File: src/rtl/pipe_sched.sv
// rtl/pipe_sched.sv - issue scheduler and result router for the shared F pipeline
// Define PIPE_SCHED_FIXED_PRIO_EN for fixed lowest-index priority instead of round-robin.
module pipe_sched #(
  parameter int N   = 10,
  parameter int NR  = 4,
  parameter int LAT = 3
) (
  input  logic                    clk,
  input  logic                    rst_n,
  input  logic [NR-1:0]           req,
  input  logic [NR*N-1:0]         ops_a,
  input  logic [NR*N-1:0]         ops_b,
  input  logic [NR*N-1:0]         ops_c,
  input  logic [NR*N-1:0]         ops_d,
  output logic [NR-1:0]           gnt,
  output logic [N-1:0]            pipe_a,
  output logic [N-1:0]            pipe_b,
  output logic [N-1:0]            pipe_c,
  output logic [N-1:0]            pipe_d,
  output logic                    issue_vld,
  input  logic [N-1:0]            pipe_f,
  output logic                    res_vld,
  output logic [$clog2(NR)-1:0]   res_id,
  output logic [N-1:0]            res_data,
  output logic [NR-1:0]           busy,
  input  logic                    drain,
  output logic                    idle
);
  localparam int IW = $clog2(NR);
  localparam logic [1:0] S_RUN   = 2'd0;
  localparam logic [1:0] S_DRAIN = 2'd1;
  localparam logic [1:0] S_HALT  = 2'd2;

  logic [1:0]    state_q, state_d;
  logic [NR-1:0] busy_q, busy_d, elig;
  logic [IW-1:0] win;
  logic          win_vld;
  logic [N-1:0]  pa_q, pb_q, pc_q, pd_q;
  logic          issue_vld_q, idle_q;
  logic [IW-1:0] issue_id_q;
  logic [LAT-1:0] tag_vld_q;
  logic [IW-1:0] tag_id_q [LAT];

  assign elig = req & ~busy_q & {NR{rst_n && (state_q == S_RUN)}};

`ifdef PIPE_SCHED_FIXED_PRIO_EN
  always_comb begin
    win     = '0;
    win_vld = 1'b0;
    for (int i = NR - 1; i >= 0; i--) begin
      if (elig[IW'(i)]) begin
        win     = IW'(i);
        win_vld = 1'b1;
      end
    end
  end
`else
  logic [IW-1:0] ptr_q;
  int            idx;

  // Scan farthest-first so the candidate nearest to ptr_q+1 is the last to win.
  always_comb begin
    win     = '0;
    win_vld = 1'b0;
    idx     = 0;
    for (int k = NR; k >= 1; k--) begin
      idx = (int'(ptr_q) + k) % NR;
      if (elig[IW'(idx)]) begin
        win     = IW'(idx);
        win_vld = 1'b1;
      end
    end
  end

  always_ff @(posedge clk) begin
    if (!rst_n) begin
      ptr_q <= IW'(NR - 1);
    end else if (win_vld) begin
      ptr_q <= win;
    end
  end
`endif

  assign gnt = win_vld ? (NR'(1) << win) : '0;

  always_comb begin
    busy_d = busy_q;
    if (tag_vld_q[LAT-1]) busy_d[tag_id_q[LAT-1]] = 1'b0;
    if (win_vld) busy_d[win] = 1'b1;
  end

  // Every in-flight op holds its requester's busy bit, so busy_d==0 means the pipe is empty after this edge.
  always_comb begin
    state_d = state_q;
    case (state_q)
      S_RUN:   if (drain) state_d = S_DRAIN;
      S_DRAIN: if (!drain) state_d = S_RUN;
               else if (busy_d == '0) state_d = S_HALT;
      S_HALT:  if (!drain) state_d = S_RUN;
      default: state_d = S_RUN;
    endcase
  end

  always_ff @(posedge clk) begin
    if (!rst_n) begin
      state_q     <= S_RUN;
      busy_q      <= '0;
      idle_q      <= 1'b0;
      pa_q        <= '0;
      pb_q        <= '0;
      pc_q        <= '0;
      pd_q        <= '0;
      issue_vld_q <= 1'b0;
      issue_id_q  <= '0;
      tag_vld_q   <= '0;
      for (int k = 0; k < LAT; k++) tag_id_q[k] <= '0;
    end else begin
      state_q     <= state_d;
      busy_q      <= busy_d;
      idle_q      <= (state_d == S_HALT);
      issue_vld_q <= win_vld;
      if (win_vld) begin
        pa_q       <= ops_a[win*N +: N];
        pb_q       <= ops_b[win*N +: N];
        pc_q       <= ops_c[win*N +: N];
        pd_q       <= ops_d[win*N +: N];
        issue_id_q <= win;
      end
      tag_vld_q[0] <= issue_vld_q;
      tag_id_q[0]  <= issue_id_q;
      for (int k = 1; k < LAT; k++) begin
        tag_vld_q[k] <= tag_vld_q[k-1];
        tag_id_q[k]  <= tag_id_q[k-1];
      end
    end
  end

  assign pipe_a    = pa_q;
  assign pipe_b    = pb_q;
  assign pipe_c    = pc_q;
  assign pipe_d    = pd_q;
  assign issue_vld = issue_vld_q;
  assign res_vld   = tag_vld_q[LAT-1];
  assign res_id    = tag_id_q[LAT-1];
  assign res_data  = pipe_f;
  assign busy      = busy_q;
  assign idle      = idle_q;

endmodule

File: config.mk
export PLATFORM = sky130hd
export DESIGN_NAME = pipe_sched
export DESIGN_NICKNAME = d
export VERILOG_FILES = /design/src/rtl/pipe_sched.sv
export SDC_FILE = /design/constraint.sdc
export NUM_CORES = 1
export LEC_CHECK = 0
export CAP_MARGIN = 25
export CELL_PAD_IN_SITES_DETAIL_PLACEMENT = 2
export CELL_PAD_IN_SITES_GLOBAL_PLACEMENT = 2
export CORE_MARGIN = 4
export CORE_UTILIZATION = 17
export DETAILED_ROUTE_END_ITERATION = 10
export PLACE_DENSITY = 0.76
export SLEW_MARGIN = 20
export SYNTH_ARGS = -nofsm -noshare
export SYNTH_HDL_FRONTEND = slang
export SYNTH_SLANG_ARGS = --single-unit
File: constraint.sdc
create_clock -name clk -period 2 [get_ports clk]
set_input_delay 0.3 -clock clk [delete_from_list [all_inputs] [get_ports clk]]
set_output_delay 0.3 -clock clk [all_outputs]
set_load 0.01 [all_outputs]
==> qor.yml, run 1 <==
logic_synthesis:
  yosys.area_share.simple: 0.1327
  synth_edf_count: 0
  syn_inst: 343
  synth_xor_area_frac: 0
  synthArstFlopShare: 0
  synth_compound_area_frac: 0.2082
  synth_top_family_by_area: "multiplexers"
  avgSynthCellArea_um2: 9.813
  synth-seq-cells: 61
  ys_warn_count: 0
  synthMuxAreaShare: 0.2201
  synth_area_mm2: 0.003366
  ys_types: 49
  ys.flop_type: "dfxtp_1"
  yosysSeqAreaShare: 0.3628
  synth_fa_ha_area_frac: 0
  synthesis.nets: 520
pwr:
  pwr-share-seq: 0.279
  switching_share: 0.3009
  total_power_mw: 5.561
  p_int_mw: 3.888
  power.switching_mw: 1.673
  power.share.clock: 0.304
  power.density_mw_per_mm2: 801.9
  ir_worst_vdd_v: 0.0003094
  pwr-share-comb: 0.417
  p_leak_nw: 2.743
clock_tree:
  cts_tree: "built"
  cts_root_buf: "clkbuf_16"
  cts_made_buffers: 9
  htree_levels: 3
  cts.reportedPaths.clkPinSlew_ns: 0.06
  cts_max_path_buffers: 2
  cts_hold_buf: 0
  worstSkewPairLatency_ns: 0.33
  cts_sinks: 61
drt:
  remaining_drc_errors: 0
  drt-initial-drc-count: 83
  ant_nets: 0
  dr.pass1.iters: 4
  vias: 3760
  drt-total-wl_mm: 17.80
  avgRoutedWirePerCell_um: 20.58
  routed_via_density: 4.347
setup_path:
  path_cells: "nand2b_4, o211a_1, a311o_2, buf_6, nand2_8, nor2_4, buf_6"
  crit_fanout: 4
  max_stage_delay_ns: 0.34
  crit_type: "flop to primary output"
  endpoint_kind: "primary output"
  cp.arrival_ns: 1.75
  cp_top_family: "compound AO/OA/AOI/OAI gates"
  cp_slowest_cell: "a311o_2"
  worstPathRequired_ns: 1.70
  cp.buffers_inverters: 2
  crit_path_frequent_cell: "buf_6"
  start_kind: "flop"
sta:
  min_period_ns: 2.047
  fin_crit_sh: 1.023
  tightest_slew_ns: 0.4358
  slew_violations: 0
  worst_clock_skew_ns: 0.01056
  relSlewSlack: 0.7064
  finalSetupViolations: 10
  rsz0062_at_grt: "true"
  fmax_mhz: 488.6
  hold_viol: 0
  layout_setup_ws_ns: -0.04676
floorplanning:
  ioPinCount: 240
  placementRows: 51
  die_w_um: 148.7
  core_mm2: 0.01946
  initial_core_util: 0.1729
  die_area_mm2: 0.02211
  die_h_um: 148.7
grt:
  grt-ovfl-total: 0
  grt_pass1_vias: 4417
  grt_first_pass_wirelength_mm: 25.61
  globalRouteTotalUtil: 0.1514
  gr-usage-met3: 0.03931
  grt.met1_usage: 0.1652
  met2_usage: 0.2848
  grt_start_max_net_pins: 42
  antenna_found_initial: 3
  grt-busiest-layer: "met2"
final_layout:
  layoutNonFillerInstCount: 865
  final_area_mm2: 0.006935
  drive_gt1_frac: 0.2425
  layout.nets: 771
  synthToLayoutAreaGrowth_pct: 106.1
  fillCellCount: 2063
place:
  dp.cells: 828
  placed_area_mm2: 0.006033
  port_buffers: 219
  gp_congestion: 0.7875
  post-dp-hpwl_mm: 12.60
job:
  cap_violations: 0
outcome:
  violations: "setup timing"
  status: "finished with violations"
min_path:
  hp-class: "flop to flop"
[registers in the layout (all words and copies together) (netlist names)]
name and cells:
issue_vld 1, tag_vld_q 3, ptr_q 2, issue_id_q 2
idle 1, pipe_b 10, state_q 2, pipe_a 10
pipe_d 10, pipe_c 10, tag_id_q 6, busy 4
[final timing paths]
path | startpoint | endpoint | slack (ns) | cells past startpoint
max | busy[2]$_SDFF_PN0_ | gnt[3] | -0.05 | 7
min reg2reg | tag_id_q[0][3]$_SDFF_PN0_ | tag_id_q[0][5]$_SDFF_PN0_ | 0.43 | 1
max reg2reg | busy[2]$_SDFF_PN0_ | pipe_d[9]$_SDFFE_PN0N_ | -0.03 | 10
min | tag_id_q[0][3]$_SDFF_PN0_ | tag_id_q[0][5]$_SDFF_PN0_ | 0.43 | 1
[kinds of logic (layout without fill, tap and decap cells)]
| kind of cell | count (synthesis) | count (layout) |
|---|---|---|
| AND/OR/NAND/NOR | 88 | 88 |
| AO/OA/AOI/OAI | 79 | 79 |
| multiplexers | 74 | 74 |
| flip-flops | 61 | 61 |
| buffers and inverters | 41 | 296 |
| other | 0 | 2 |
[layer usage]
metal	vias to the layer above	share of wire
li1	1779	-
met1	1855	0.38
met2	105	0.55
met3	19	0.050
met4	2	0.016
met5	-	0.00039
[cells in the final DEF, fill, tap and decap left out, types with 3 or more instances in the layout]
master           instances
mux2i_1                 51
mux2i_2                 17
dfxtp_1                 55
nor2_4                   3
a22oi_1                  4
buf_6                    8
nand2b_4                 3
buf_16                   3
buf_12                   6
clkinv_2                 3
mux2i_4                  6
a22o_1                   5
nand3_1                  4
o21a_1                   4
inv_1                    3
and2_1                  10
clkdlybuf4s50_1        210
o221ai_1                18
dfxtp_2                  6
buf_4                   38
o221ai_2                13
dlygate4sd2_1            5
nand2_1                 49
clkbuf_16               14
o21ai_1                  9
a21oi_1                  3
[power by group through the flow]
stage          Combinational [mW]  Clock, mW  Sequential [mW]
2_1_floorplan               0.776          0             1.65
3_3_place_gp                 1.90          0             1.56
3_5_place_dp                 1.96          0             1.57
4_1_cts                      2.08       1.76             1.55
5_1_grt                      2.47       1.82             1.58
6_report                     2.32       1.69             1.55
[metrics by stage]
step,hold slack [ns],TNS [ns],util,worst slack [ns]
after floorplan,0.4119,0,-,0.02925
after global placement,0.4178,-23.50,0.3100,-0.6599
after detailed placement,0.4246,-26.23,0.3100,-0.6747
after CTS,0.4324,-0.3589,0.3362,-0.04978
after global routing,0.4665,-2.050,0.3562,-0.1180
final,0.4344,-0.2081,0.3563,-0.04676
[layout make-up]
cell class,count,area (um2),share of cell area
Timing Repair Buffer,277,2869,0.4137
Multi-Input combinational cell,241,2172,0.3132
Sequential cell,61,1229,0.1772
Tap cell,265,331.6,0.04781
Clock buffer,10,239.0,0.03446
Clock inverter,5,75.07,0.01082
Inverter,4,15.01,0.002165
Antenna cell,2,5.005,0.0007216
[synth_stat cells (all sizes together), types with 2 or more instances]
cell type / count / area [um2]
a32oi: 4 / 35.03
inv: 4 / 15.01
nand2: 52 / 205.2
nand3: 4 / 20.02
a21oi: 3 / 15.01
o21ai: 13 / 68.81
mux2i: 74 / 740.7
nand2b: 5 / 38.78
o21a: 4 / 30.03
o221ai: 31 / 334.1
nor2: 3 / 11.26
buf: 29 / 211.5
a22o: 5 / 43.79
a22oi: 4 / 30.03
nand4: 2 / 12.51
and2: 12 / 75.07
o31ai: 2 / 15.01
dfxtp: 61 / 1221
clkbuf: 8 / 30.03
nor2b: 4 / 25.02
nor3b: 2 / 26.28
a21boi: 3 / 22.52
[what timing repair did]
item / 4_1_cts / 5_1_grt
cloned: 1 / 6
pin swaps: 12 / 27
setup endpoints to repair: 47 / 46
resized for setup: 58 / 41
setup buffers: 6 / 7
No activity file was read; power rests on OpenSTA's default activity.
==> inputs of run 2 (changes only) <==
- GPL_TIMING_DRIVEN: unset -> 0
==> run 2 against run 1 <==
Net effect:
- the run still ends with setup timing left
- first-iteration DRC count is 16% higher
- largest power group unchanged
- total power fell by 5.5%
- non-clock buffer count rose by 17
- final area is 0.29% lower
- critical path depth decreased by 2
- critical endpoint is now pipe_b[0]$_SDFFE_PN0N_
==> qor.yml, run 2 (synthesized netlist as in run 1, its figures left out) <==
drt:
  drt-total-wl_mm: 17.29  # -2.9%
  routed_via_density: 4.391  # +1.0%
  avgRoutedWirePerCell_um: 19.67  # -4.4%
  ant_nets: 0  # unchanged
  vias: 3860  # +2.7%
  drt-initial-drc-count: 96  # +16%
  dr.pass1.iters: 4  # unchanged
  remaining_drc_errors: 0  # unchanged
final_layout:
  layoutNonFillerInstCount: 879  # +1.6%
  most-common-layout-cells: "clkdlybuf4s50_1, mux2i_1, dfxtp_1"
  drive_gt1_frac: 0.2235  # -0.01898
  layout.nets: 788  # +2.2%
  synthToLayoutAreaGrowth_pct: 105.5
  final_common_cell: "clkdlybuf4s50_1"
  final_core_util: 0.3553  # -0.001028
  fillCellCount: 2094  # +1.5%
setup_path:
  path_cells: "nand2b_4, and2_2, o2111ai_4, clkbuf_1, o221ai_1"
  worstPathRequired_ns: 2.17  # +0.47 ns
  cp_slowest_cell: "clkbuf_1"
  crit_type: "flop to flop"
  start_kind: "flop"
  r2r_cells: 5  # -5
  max_stage_delay_ns: 0.54  # +0.20 ns
  r2r-start: "busy[1]$_SDFF_PN0_"
  cp.arrival_ns: 2.34  # +0.59 ns
  crit_fanout: 10  # +6
  r2r-end: "pipe_b[0]$_SDFFE_PN0N_"
  ff2ff_setup_slack_ns: -0.17  # -0.14 ns
  endpoint_kind: "flop"
floorplanning:
  placementRows: 51  # unchanged
  die_area_mm2: 0.02211  # unchanged
  die_w_um: 148.7  # unchanged
  ioPinCount: 240  # unchanged
  initial_core_util: 0.1729  # unchanged
  die_h_um: 148.7  # unchanged
  core_mm2: 0.01946  # unchanged
pwr:
  ir_worst_vdd_v: 0.0003513  # +14%
  power.share.clock: 0.282  # -0.022
  switching_share: 0.3066  # +0.005774
  power.switching_mw: 1.611  # -3.7%
  p_leak_nw: 2.763  # +0.72%
  power.density_mw_per_mm2: 759.6  # -5.3%
  p_int_mw: 3.642  # -6.3%
  total_power_mw: 5.253  # -5.5%
  pwr-share-seq: 0.296  # +0.017
  pwr-share-comb: 0.422  # +0.005
place:
  pre_cts_ws_ns: -1.186  # -0.5118 ns
  dp.cells: 837  # +1.1%
  post-dp-hpwl_mm: 13.15  # +4.4%
  gp_congestion: 0.8227  # +4.5%
  port_buffers: 228  # +4.1%
clock_tree:
  cts_hold_buf: 0  # unchanged
  htree_levels: 3  # unchanged
  cts_tree: "built"
  cts_max_path_buffers: 2  # unchanged
  worstSkewPairLatency_ns: 0.33  # about the same
  cts_made_buffers: 9  # unchanged
  cts.reportedPaths.clkPinSlew_ns: 0.05  # about the same
  cts_sinks: 61  # unchanged
  cts_root_buf: "clkbuf_16"
sta:
  rsz0062_at_grt: "true"
  hold_viol: 0  # unchanged
  slew_violations: 0  # unchanged
  layout_setup_ws_ns: -0.1714  # -0.1247 ns
  fin_crit_sh: 1.086  # +0.06233
  finalSetupViolations: 36  # +26
  tightest_slew_ns: 0.6246  # +0.1888 ns
  fmax_mhz: 460.5  # -5.7%
  worst_clock_skew_ns: 0.004479  # -0.006084 ns
  whs_ns: 0.3658  # -0.06866 ns
  relSlewSlack: 0.5836  # -0.1228
  min_period_ns: 2.171  # +0.1247 ns
min_path:
  hold-path-endpoint: "pipe_b[8]$_SDFFE_PN0N_"
  hold_depth: 3  # +2
  hold_start: "rst_n"
  hp-class: "input pin to flop"
job:
  cap_violations: 0  # unchanged
grt:
  grt_start_max_net_pins: 13  # -69%
  grt-ovfl-total: 0  # unchanged
  grt_pass1_vias: 4354  # -1.4%
  grt_first_pass_wirelength_mm: 25.70  # +0.32%
  globalRouteTotalUtil: 0.1508  # -0.0006223
  antenna_found_initial: 3  # unchanged
outcome:
  status: "finished with violations"
  violations: "setup timing"
==> run 2: cell types whose count changed in the layout (fill, tap and decap cells not counted), moves of 3 or more <==
cell	change
clkdlybuf4s50_1	+10
buf_2	+5
mux2i_1	+10
buf_4	-3
mux2i_2	-14
mux2i_4	+4
buf_16	-3
clkbuf_4	+4
clkbuf_16	-3
clkbuf_1	+5
buf_6	+4
==> run 2: worst max-delay path by stage <==
stage                       start                endpoint  slack (ns)  cells after the start
6_report       busy[1]$_SDFF_PN0_  pipe_b[0]$_SDFFE_PN0N_       -0.17                      5
5_1_grt        busy[1]$_SDFF_PN0_  pipe_b[0]$_SDFFE_PN0N_       -0.27                      5
4_1_cts        busy[2]$_SDFF_PN0_                  gnt[2]       -0.15                      7
3_5_place_dp               req[0]                  gnt[2]       -1.19                      6
3_3_place_gp               req[0]                  gnt[2]       -1.09                      6
2_1_floorplan  busy[3]$_SDFF_PN0_  pipe_c[0]$_SDFFE_PN0N_        0.03                      9
==> run 2: stage by stage <==
stage / instance area, um2 / TNS [ns]
after floorplan: 3366 / 0
after global placement: 5979 / -43.56
after detailed placement: 5984 / -46.30
after CTS: 6524 / -2.432
after global routing: 6915 / -5.900
final: 6915 / -2.314
==> run 2: cell type report <==
type	instances	area, um2	share of cell area
diodes	1	2.502	0.0003619
plain buffers	35	291.5	0.04216
clock buffers	10	229.0	0.03311
clock inverters	3	40.04	0.005790
inverters	4	20.02	0.002895
multi-input cells	241	2172	0.3141
flip-flops and latches	61	1235	0.1786
well taps	265	331.6	0.04795
repair buffers	259	2594	0.3751
==> run 2: critical path: cells and delay by family (launching register included) <==
family | cells | cell delay, ns
AO/OA/AOI/OAI | 2 | 0.70
buffers and inverters | 1 | 0.54
flip-flops | 1 | 0.33
AND/OR/NAND/NOR | 2 | 0.43
==> run 2: repair_timing <==
action                                  in CTS  in global routing
setup buffers                               14                 14
pin swaps                                    8                 19
endpoints found under the setup margin      51                 44
gates cloned                                 0                  2
gates resized for setup                     78                 47
==> run 2: power by group through the flow <==
stage          combinational, mW  clock (mW)  sequential, mW
6_report                    2.22        1.48            1.55
5_1_grt                     2.37        1.60            1.58
4_1_cts                     2.04        1.53            1.55
3_5_place_dp                1.90           0            1.57
3_3_place_gp                1.85           0            1.56
2_1_floorplan              0.776           0            1.65
==> run 2: routing by layer <==
layer	up-vias	part of all wire	GRT usage
met2	117	0.55	0.2880
met1	1905	0.37	0.1627
met4	4	0.017	0.04665
met5	-	0.0015	0
li1	1815	-	-
met3	19	0.057	0.03656
